--- src/rtl/mem_port_arbiter.sv ---
// Arbitrates one single-ported memory between instruction-fetch (IF) and data (DM) ports.
// Requests are serialised with fixed DM priority. The fixed read latency is counted out in WAIT.
module mem_port_arbiter #(
  parameter int unsigned ADDR_W  = 32,
  parameter int unsigned DATA_W  = 32,
  parameter int unsigned MEM_LAT = 2
) (
  input  logic              clk,
  input  logic              rst_n,
  input  logic              if_req,
  input  logic [ADDR_W-1:0] if_addr,
  output logic [DATA_W-1:0] if_rdata,
  output logic              if_ack,
  input  logic              dm_req,
  input  logic              dm_we,
  input  logic [ADDR_W-1:0] dm_addr,
  input  logic [DATA_W-1:0] dm_wdata,
  output logic [DATA_W-1:0] dm_rdata,
  output logic              dm_ack,
  output logic              mem_en,
  output logic              mem_we,
  output logic [ADDR_W-1:0] mem_addr,
  output logic [DATA_W-1:0] mem_wdata,
  input  logic [DATA_W-1:0] mem_rdata,
  output logic              stall_if,
  output logic              stall_dm
);

  localparam int unsigned CNT_W = 4;
  localparam logic [CNT_W-1:0] LAT = CNT_W'(MEM_LAT);

  localparam logic [1:0] IDLE  = 2'd0;
  localparam logic [1:0] ISSUE = 2'd1;
  localparam logic [1:0] WAIT  = 2'd2;
  localparam logic [1:0] DONE  = 2'd3;

  localparam logic GRANT_IF = 1'b0;
  localparam logic GRANT_DM = 1'b1;

  logic [1:0]       state_q, state_d;
  logic [CNT_W-1:0] cnt_q, cnt_d;
  logic             grant_q, grant_d;
  logic [DATA_W-1:0] if_rdata_q, if_rdata_d;
  logic [DATA_W-1:0] dm_rdata_q, dm_rdata_d;
  logic             if_ack_q, if_ack_d;
  logic             dm_ack_q, dm_ack_d;
  logic             mem_en_q, mem_en_d;
  logic             mem_we_q, mem_we_d;
  logic [ADDR_W-1:0] mem_addr_q, mem_addr_d;
  logic [DATA_W-1:0] mem_wdata_q, mem_wdata_d;

  always_comb begin
    state_d     = state_q;
    cnt_d       = cnt_q;
    grant_d     = grant_q;
    if_rdata_d  = if_rdata_q;
    dm_rdata_d  = dm_rdata_q;
    if_ack_d    = 1'b0;
    dm_ack_d    = 1'b0;
    mem_en_d    = 1'b0;
    mem_we_d    = mem_we_q;
    mem_addr_d  = mem_addr_q;
    mem_wdata_d = mem_wdata_q;

    case (state_q)
      IDLE: begin
        // DM wins ties: it belongs to the older instruction in the pipeline.
        if (dm_req) begin
          grant_d     = GRANT_DM;
          mem_en_d    = 1'b1;
          mem_we_d    = dm_we;
          mem_addr_d  = dm_addr;
          mem_wdata_d = dm_wdata;
          state_d     = ISSUE;
        end else if (if_req) begin
          grant_d    = GRANT_IF;
          mem_en_d   = 1'b1;
          mem_we_d   = 1'b0;
          mem_addr_d = if_addr;
          state_d    = ISSUE;
        end
      end
      ISSUE: begin
        cnt_d = CNT_W'(1);
        if (mem_we_q) begin
          dm_ack_d = (grant_q == GRANT_DM);
          if_ack_d = (grant_q == GRANT_IF);
          state_d  = DONE;
        end else begin
          state_d = WAIT;
        end
      end
      WAIT: begin
        if (cnt_q == LAT) begin
          if (grant_q == GRANT_DM) begin
            dm_rdata_d = mem_rdata;
            dm_ack_d   = 1'b1;
          end else begin
            if_rdata_d = mem_rdata;
            if_ack_d   = 1'b1;
          end
          state_d = DONE;
        end else begin
          cnt_d = cnt_q + CNT_W'(1);
        end
      end
      // No grant here: the finishing requester may still hold req during its ack cycle.
      DONE: state_d = IDLE;
      default: state_d = IDLE;
    endcase
  end

  always_ff @(posedge clk) begin
    if (rst_n) begin
      state_q     <= IDLE;
      cnt_q       <= '0;
      grant_q     <= GRANT_IF;
      if_rdata_q  <= '0;
      dm_rdata_q  <= '0;
      if_ack_q    <= 1'b0;
      dm_ack_q    <= 1'b0;
      mem_en_q    <= 1'b0;
      mem_we_q    <= 1'b0;
      mem_addr_q  <= '0;
      mem_wdata_q <= '0;
    end else begin
      state_q     <= state_d;
      cnt_q       <= cnt_d;
      grant_q     <= grant_d;
      if_rdata_q  <= if_rdata_d;
      dm_rdata_q  <= dm_rdata_d;
      if_ack_q    <= if_ack_d;
      dm_ack_q    <= dm_ack_d;
      mem_en_q    <= mem_en_d;
      mem_we_q    <= mem_we_d;
      mem_addr_q  <= mem_addr_d;
      mem_wdata_q <= mem_wdata_d;
    end
  end

  assign if_rdata  = if_rdata_q;
  assign dm_rdata  = dm_rdata_q;
  assign if_ack    = if_ack_q;
  assign dm_ack    = dm_ack_q;
  assign mem_en    = mem_en_q;
  assign mem_we    = mem_we_q;
  assign mem_addr  = mem_addr_q;
  assign mem_wdata = mem_wdata_q;

  // The reset input is active-high despite its name.
  assign stall_if = ~rst_n & if_req & ~if_ack_q;
  assign stall_dm = ~rst_n & dm_req & ~dm_ack_q;

endmodule

--- config.mk ---
export PLATFORM = sky130hd
export DESIGN_NAME = mem_port_arbiter
export DESIGN_NICKNAME = d
export VERILOG_FILES = /design/src/rtl/mem_port_arbiter.sv
export SDC_FILE = /design/constraint.sdc
export NUM_CORES = 1
export LEC_CHECK = 0
export BUFFER_PORTS_ARGS = -buffer_cell sky130_fd_sc_hd__buf_4
export CORE_ASPECT_RATIO = 0.5
export CORE_MARGIN = 2
export CORE_UTILIZATION = 46
export CTS_CLUSTER_DIAMETER = 200
export DETAILED_ROUTE_END_ITERATION = 12
export GPL_ROUTABILITY_DRIVEN = 0
export PLACE_DENSITY = 0.9
export SYNTH_ARGS = -nofsm -noshare
export SYNTH_HDL_FRONTEND = slang
export SYNTH_SLANG_ARGS = --single-unit
--- constraint.sdc ---
create_clock -name clk -period 2.8 [get_ports clk]
set_input_delay 0.28 -clock clk [delete_from_list [all_inputs] [get_ports clk]]
set_output_delay 0.28 -clock clk [all_outputs]
set_load 0.02 [all_outputs]
Word level (Yosys, flattened, before mapping)
Index checks and enable logic that the tools add are counted.

operators by class
  add/sub/neg operators = 1
  reductions and logical operators = 10
  equality and inequality tests = 7
  multiplexer cells = 22
  bitwise gates (word level) = 9

operators by type and width
  cell                                                                   number
  32-bit 2-to-1 mux                                                      2
  1-bit 2-to-1 mux                                                       12
  2-bit case mux with 4 select lines                                     1
  4-bit case mux with 2 select lines                                     1
  2-bit AND reduction                                                    4
  2-bit 2-to-1 mux                                                       3
  3-bit AND reduction                                                    2
  1-bit NOT                                                              5
  4-bit by 1-bit adder with 4-bit output, second input constant          1
  1-bit AND                                                              4
  2-bit equality test, second input constant                             2
  4-bit by 2-bit equality test with 1-bit output, second input constant  1
  4-bit 2-to-1 mux                                                       1
  2-bit inequality test, second input constant                           2
  1-bit case mux with 2 select lines                                     2
  2-bit nonzero test                                                     2
  3-bit inequality test, second input constant                           1
  2-bit by 1-bit equality test with 1-bit output, second input constant  1
  2-bit zero test                                                        1
  2-bit OR reduction                                                     1

storage, ports and cells
  register bits = 139
  output and inout port bits = 134
  word-level logic and storage cells = 60
  bits of input ports = 133

Longest topological paths before layout
Gate-level depths: netlist of the first run.

  depth in word-level cells = 3
  depth in mapped cells = 7
  gate-level depth less buffers = 5

Worst setup path after synthesis of the first run
No wires, ideal clock.

  path kind = input-to-output
  start = in dm_req
  end = out stall_dm
  path slack = 1.236 ns
  arrival = 1.284 ns
  path buffers = 2
  stages on the path = 3
  required time = 2.520 ns
  cell sequence = buf_2 buf_2 nor3b_1

between the ends
  cells in the longest elaborated chain, start to end = 2

RTL lines
  item                     line  RTL
  from (decl)              14    input logic dm_req,
  1-bit AND (2 in series)  152   assign stall_dm = ~rst_n & dm_req & ~dm_ack_q;
  to (decl)                26    output logic stall_dm

Every way passes these cells.

Final worst setup path of the first run
  start = reg state_q[0]
  end = reg dm_rdata_q[14], in the netlist dm_rdata[14]

between the ends
  cells in the longest elaborated chain, start to end = 2

RTL lines
  item                                  line  RTL
  from (decl)                           40    logic [1:0] state_q, state_d;
  from (signal assigned)                127   state_q <= state_d;
  2-bit equality test                   65    case (state_q)
  3-bit AND reduction (no source line)  -
  to (signal assigned)                  131   dm_rdata_q <= dm_rdata_d;
  to (decl)                             44    logic [DATA_W-1:0] dm_rdata_q, dm_rdata_d;

Every way passes these cells.
A chain may end at the register's enable or synchronous reset.

==> results.yml, run 1 <==
critical_path:
  critPathKind: "reg -> reg"
  type_of_element_launching_the_critical_path: "register"
  worst_r2r_path_depth: 6
  worstPathCellList: "inv_1 -> ha_1 -> and4bb_2 -> buf_12 -> nand3_1 -> a21oi_1"
  critPathTopFamily: "simple AND/OR/NAND/NOR gates"
  cp_num_buf_inv: 2
  crit_path_end_kind: "register"
  critical_path_maximum_fanout: 46
  cp_data_required_time_ns: 3.13
  critical_path_arrival_ns: 2.49
  worst-path-stages: 6
  timing.critical_path.slowest_stage_cell: "and4bb_2"
  cp_slowest_stage_delay_ns: 0.59
sta:
  slew_violations: 0
  hold_viol: 0
  slew_headroom_pct: 58.18
  post-route-period-util_pct: 77.16
  worst_pin_slew_ns: 0.6273
  period_needed_ns: 2.161
  hold_ws_ns: 0.1115
  tns_ns: 0
  final_worst_clock_skew_ns: 0.01064
  setup_viol_count_final: 0
  maxClockFrequency_mhz: 462.8
  rsz0062_at_grt: "false"
clock_tree:
  clkLatencyLatePin_ns: 0.41
  clk_root_buffer_cell: "clkbuf_16"
  cts-hold-fix-buffers: 0
  clk_transition_reported_paths_ns: 0.06
  postCtsResizedCells: 0
  clk_sink_count: 139
  tritoncts_clock_tree: "done"
  post-cts-setup-buffer-count: 0
  ctsLongestPathBuffers: 2
  numCtsBuffers: 17
  h-tree-depth: 4
global_route:
  grt_usage_pct: 24.93
  grt_start_max_net_pins: 104
  first_global_vias: 5297
  grt.overflow.total: 0
  grt_pass1_wl_um: 25500
  antenna_found_initial: 0
floorplan:
  die_w_um: 158.2
  ios: 267
  die-height_um: 81.12
  core.rowCount: 28
  die_area_um2: 12840
  core_um2: 11700
  starting_utilization_of_the_core_area_pct: 46.76
routing:
  first_iter_violations: 545
  drt.antenna.violating_nets: 0
  drc: 0
  firstDrtPassIters: 7
  routed_wirelength_um: 16740
  detail_route.vias_per_cell: 5.410
  routed_wire_length_per_instance_um: 15.93
  via_count: 5686
power:
  vdd_drop_max_mv: 0.4905
  netSwitchingFraction_pct: 30.93
  cellLeakagePower_nw: 3.544
  power_density_nw_per_um2: 835.3
  cellInternalPower_mw: 4.751
  power_switching_mw: 2.128
  total_power_draw_mw: 6.879
  power.combinational.fraction_pct: 26.5
  power_frac_clock_pct: 38.9
  sequentialPowerShare_pct: 34.6
synthesis:
  synth.distinct_cells: 31
  area_share_of_the_largest_cell_type_after_synthesis_pct: 50.86
  syn_avg_cell_area_um2: 8.549
  synth_area_leader_cell: "dfxtp_1"
  yosysSeqAreaShare_pct: 50.86
  synth_most_common_cell: "dfxtp_1"
  postSynthNetCount: 780
  count_of_flip_flops_with_a_built_in_enable_after_synthesis: 0
  synth.top_cells.by_area: "dfxtp_1, a21oi_1, o21ai_0"
  synth_warnings: 0
  ys.flop_type: "dfxtp_1"
  synthCells: 640
  synth_area_um2: 5471
  ys_async_sr_fraction_pct: 0
  synth-seq-cells: 139
  most_used_standard_cells_in_the_synthesized_netlist: "dfxtp_1, a21oi_1, o21ai_0"
final_layout:
  area.growth.synth_to_final_pct: 50.51
  multi_input_area_um2: 2424
  n_antenna_cell: 0
  postLayoutCoreUtil_pct: 70.38
  num-nets-final: 1013
  drive_gt1_share_pct: 35.33
  fill_cells: 876
  final-seq-area_um2: 2784
hold_path:
  worst_hold_path_type: "in -> reg"
  min_path_cells: 3
run:
  cap_violations: 0
placement:
  place_hpwl_um: 11040
  buffer_ports.inserted: 266
run_status:
  run_status: "finished, final reports clean"
[per-stage QoR]
stage / std cells / cell area (um^2) / setup WS, ns
floorplan: 640 / 5472 / 1.236
global placement: 1019 / 7522 / 0.9114
detailed placement: 1019 / 7522 / 0.8079
CTS: 1051 / 8235 / 0.6817
global route: 1051 / 8235 / 0.5209
finish: 1051 / 8235 / 0.6395
[area by class of cell]
class / count / share of cell area [%]
sequential: 139 / 33.80
multi-input combinational: 435 / 29.43
timing repair buffer: 275 / 25.37
clock buffer: 19 / 5.500
clock inverter: 13 / 3.160
tap: 165 / 2.507
inverter: 5 / 0.2279
[cell families (layout without fill, tap and decap cells)]
family | Yosys count | count (layout) | share of synthesized area (%)
simple gates | 186 | 186 | 15.62
buf+inv | 66 | 312 | 4.962
compound gates | 209 | 209 | 20.92
flops | 139 | 139 | 50.86
mux | 33 | 33 | 6.037
fa+ha+maj | 7 | 7 | 1.601
[power groups by stage]
stage | logic, mW | clock network [mW] | registers, mW
after CTS | 1.82 | 2.71 | 2.38
after floorplan | 0.828 | 0 | 2.67
after global placement | 1.72 | 0 | 2.40
final | 1.82 | 2.68 | 2.38
after detailed placement | 1.78 | 0 | 2.41
after global routing | 1.96 | 2.80 | 2.41
[worst paths after layout]
check,startpoint,end,slack [ns]
worst min-delay path,dm_wdata[16],mem_wdata[16],0.11
worst max-delay path,state_q[0],dm_rdata[14],0.64
worst max register to register,state_q[0],dm_rdata[14],0.64
worst min register to register,mem_wdata[26],mem_wdata[26],0.45
[layout by cell type (no fill, tap or decap), types with 2 or more instances in the layout]
| master | n |
|---|---|
| buf_4 | 273 |
| dfxtp_1 | 138 |
| a21oi_1 | 102 |
| o21ai_0 | 69 |
| nand3_1 | 66 |
| nand2_1 | 66 |
| nor2_1 | 37 |
| mux2i_1 | 33 |
| a211oi_1 | 32 |
| clkbuf_16 | 17 |
| ha_1 | 7 |
| bufinv_16 | 7 |
| inv_1 | 5 |
| nand2b_1 | 3 |
| nor3b_1 | 2 |
| nor3_1 | 2 |
| or4_1 | 2 |
| clkbuf_8 | 2 |
| clkinvlp_4 | 2 |
| clkinv_4 | 2 |
| inv_6 | 2 |
| buf_12 | 2 |
[state kept, by name, indices dropped and copies added, names as in the netlist]
register,flops
cnt_q,4
mem_en,1
if_ack,1
dm_ack,1
mem_we,1
grant_q,1
if_rdata,32
mem_addr,32
state_q,2
mem_wdata,32
dm_rdata,32
[tightest hold or removal path: stages]
cell and delay (ns):
buf_4 0.10, nand2_1 0.04, a21oi_1 0.05
[layer usage]
metal	track usage [%]	vias to the layer above	part of all wire, %
li1	-	2728	-
met1	28.11	2630	39
met2	44.65	271	51
met3	5.603	57	6.4
met4	13.69	0	3.5
met5	0	-	0
(Power assumes the default switching activity.)
==> run 2: changes to the inputs <==
ABC_AREA = 1   (was default)
CORE_UTILIZATION = 41   (was 46)
PLACE_DENSITY = 0.86   (was 0.9)
clock period = 1.8 ns   (was 2.8 ns; I/O delays follow)
==> run 2 against run 1 <==
Final cell count is 2.9% higher. Clock-buffer cell count is 1 higher. Register-to-register slack worse by 0.50 ns. Die area is 9.7% higher. Global-route usage is 2.4 points lower. Sequential share of layout area is 0.56 points higher. Critical path depth stayed put. Non-clock buffer count is 8 higher. Critical path type unchanged. Largest power group is now sequential cells.
==> results.yml, run 2 <==
run_status:
  run_status: "finished, final reports clean"
power:
  power_density_nw_per_um2: 1326
  total_power_draw_mw: 10.73
  cellLeakagePower_nw: 3.606
  vdd_drop_max_mv: 0.7246
sta:
  rsz0062_at_grt: "false"
  maxClockFrequency_mhz: 604.0
  tns_ns: 0
  setup_viol_count_final: 0
  final_worst_clock_skew_ns: 0.01031
  slew_headroom_pct: 49.52
  hold_ws_ns: 0.02944
  worst_pin_slew_ns: 0.7572
  slew_violations: 0
  hold_viol: 0
  post-route-period-util_pct: 91.98
  period_needed_ns: 1.656
routing:
  first_iter_violations: 348
  via_count: 5537
  drt.antenna.violating_nets: 0
  routed_wire_length_per_instance_um: 15.01
  drc: 0
  detail_route.vias_per_cell: 5.117
  firstDrtPassIters: 7
  routed_wirelength_um: 16240
global_route:
  grt_pass1_wl_um: 26030
  grt_usage_pct: 22.50
  grt.overflow.total: 0
  grt_start_max_net_pins: 73
  antenna_found_initial: 0
  first_global_vias: 5344
critical_path:
  worst-r2r-setup-slack_ns: 0.14
  cp_data_required_time_ns: 2.11
  critPathKind: "reg -> reg"
  critical_path_arrival_ns: 1.97
  critical_path_maximum_fanout: 43
  type_of_element_launching_the_critical_path: "register"
  crit_path_end_kind: "register"
floorplan:
  core.rowCount: 29
  die_w_um: 165.8
  starting_utilization_of_the_core_area_pct: 42.16
  die-height_um: 84.92
  die_area_um2: 14080
  core_um2: 12740
  ios: 267
final_layout:
  postLayoutCoreUtil_pct: 63.57
  drive_gt1_share_pct: 35.31
  area.growth.synth_to_final_pct: 50.80
  multi_input_area_um2: 2282
  num-nets-final: 1040
  fill_cells: 1109
  final-seq-area_um2: 2783
  layout_common_cells: "buf_4, dfxtp_1, a21oi_1"
  final_common_cell: "buf_4"
  n_antenna_cell: 0
synthesis:
  syn_avg_cell_area_um2: 8.273
  synth-seq-cells: 139
  area_share_of_the_largest_cell_type_after_synthesis_pct: 51.83
  post_synth_and_or_nand_nor_area_fraction_pct: 18.69
  most_used_standard_cells_in_the_synthesized_netlist: "dfxtp_1, a21oi_1, nand2_1"
  compound_gate_portion_of_the_synthesized_area_pct: 16.01
  count_of_flip_flops_with_a_built_in_enable_after_synthesis: 0
  ys.flop_type: "dfxtp_1"
  synth.distinct_cells: 23
  synth_most_common_cell: "dfxtp_1"
  synth_area_um2: 5369
  synthCells: 649
  postSynthNetCount: 789
  synth-xor-area-share_pct: 0.1631
  synth_area_leader_cell: "dfxtp_1"
  synth_top_family_by_area: "simple AND/OR/NAND/NOR gates"
  synth.top_cells.by_area: "dfxtp_1, a21oi_1, nand3_1"
  yosysSeqAreaShare_pct: 51.83
  ys_async_sr_fraction_pct: 0
  synth_warnings: 0
  synth_mux_area_share_pct: 5.966
  synth_adder_area_share_pct: 1.631
hold_path:
  worst_hold_path_type: "in -> reg"
clock_tree:
  ctsLongestPathBuffers: 2
  clk_transition_reported_paths_ns: 0.06
  numCtsBuffers: 17
  h-tree-depth: 4
  clk_sink_count: 139
  cts-hold-fix-buffers: 0
  clkLatencyLatePin_ns: 0.40
  clk_root_buffer_cell: "clkbuf_16"
  tritoncts_clock_tree: "done"
run:
  cap_violations: 0
placement:
  buffer_ports.inserted: 266
  place_hpwl_um: 11640
==> run 2: cell types whose count changed in the layout (fill, tap and decap cells not counted), moves of 3 or more <==
cell       change
a211oi_1      -32
buf_4          +7
bufinv_16      -3
clkinv_2       +3
inv_2          +3
nand2_1       +22
nand2b_1       -3
nand3_1        +5
nor2_1        +34
o21ai_0       -23
o21ai_1       +21
==> run 2: cell type report <==
class | instances | area share (%)
clock inverter | 11 | 2.086
timing repair buffer | 283 | 26.60
multi-input combinational | 449 | 28.19
inverter | 10 | 0.4945
sequential | 139 | 34.37
clock buffer | 20 | 5.641
tap | 170 | 2.627
==> run 2: cells by family after synthesis <==
logic type               after synthesis
AND/OR/NAND/NOR                      238
AO/OA/AOI/OAI                        171
flip-flops                           139
buffers and inverters                 61
multiplexers                          32
adder cells (fa/ha/maj)                7
XOR/XNOR                               1
==> run 2: per-stage QoR <==
stage | instance area, um^2 | std cells | setup slack (ns)
floorplan | 5369 | 649 | 0.3800
global placement | 7462 | 1051 | 0.1927
detailed placement | 7462 | 1051 | 0.1286
CTS | 8088 | 1082 | 0.1139
global route | 8097 | 1082 | 0.001800
finish | 8097 | 1082 | 0.1443
==> run 2: report_power, final <==
part / switching (mW) / total, mW / leakage (nW) / internal [mW]
logic: 1.86 / 3.11 / 2.16 / 1.25
clock network: 1.29 / 3.68 / 0.306 / 2.39
registers: 0.327 / 3.95 / 1.14 / 3.62
total: 3.48 / 10.7 / 3.61 / 7.26
==> run 2: final timing paths <==
path | from | cells past startpoint | endpoint
max | cnt_q[1] | 6 | if_rdata[23]
min | dm_wdata[11] | 3 | mem_wdata[11]
max reg2reg | cnt_q[1] | 6 | if_rdata[23]
min reg2reg | if_rdata[2] | 2 | if_rdata[2]
==> run 2: repair_timing <==
item | 4_1_cts | 5_1_grt
setup endpoints to repair | 0 | 43
buffers inserted | 0 | 0
gates resized for setup | 0 | 4
==> run 2: critical path, stage by stage, from the launching register on <==
cell and delay [ns]:
dfxtp_1 0.43, ha_1 0.24, nand2_2 0.10, nor2_4 0.14, buf_6 0.31, nand3_1 0.13
a21oi_1 0.20
==> run 2: per-layer routing <==
metal  vias to the layer above  GRT usage (%)  part of all wire [%]
met1                      2573          27.17                    41
met3                        49          5.037                   5.7
met5                         -              0                     0
li1                       2701              -                     -
met4                         0          9.881                   3.3
met2                       214          39.12                    50
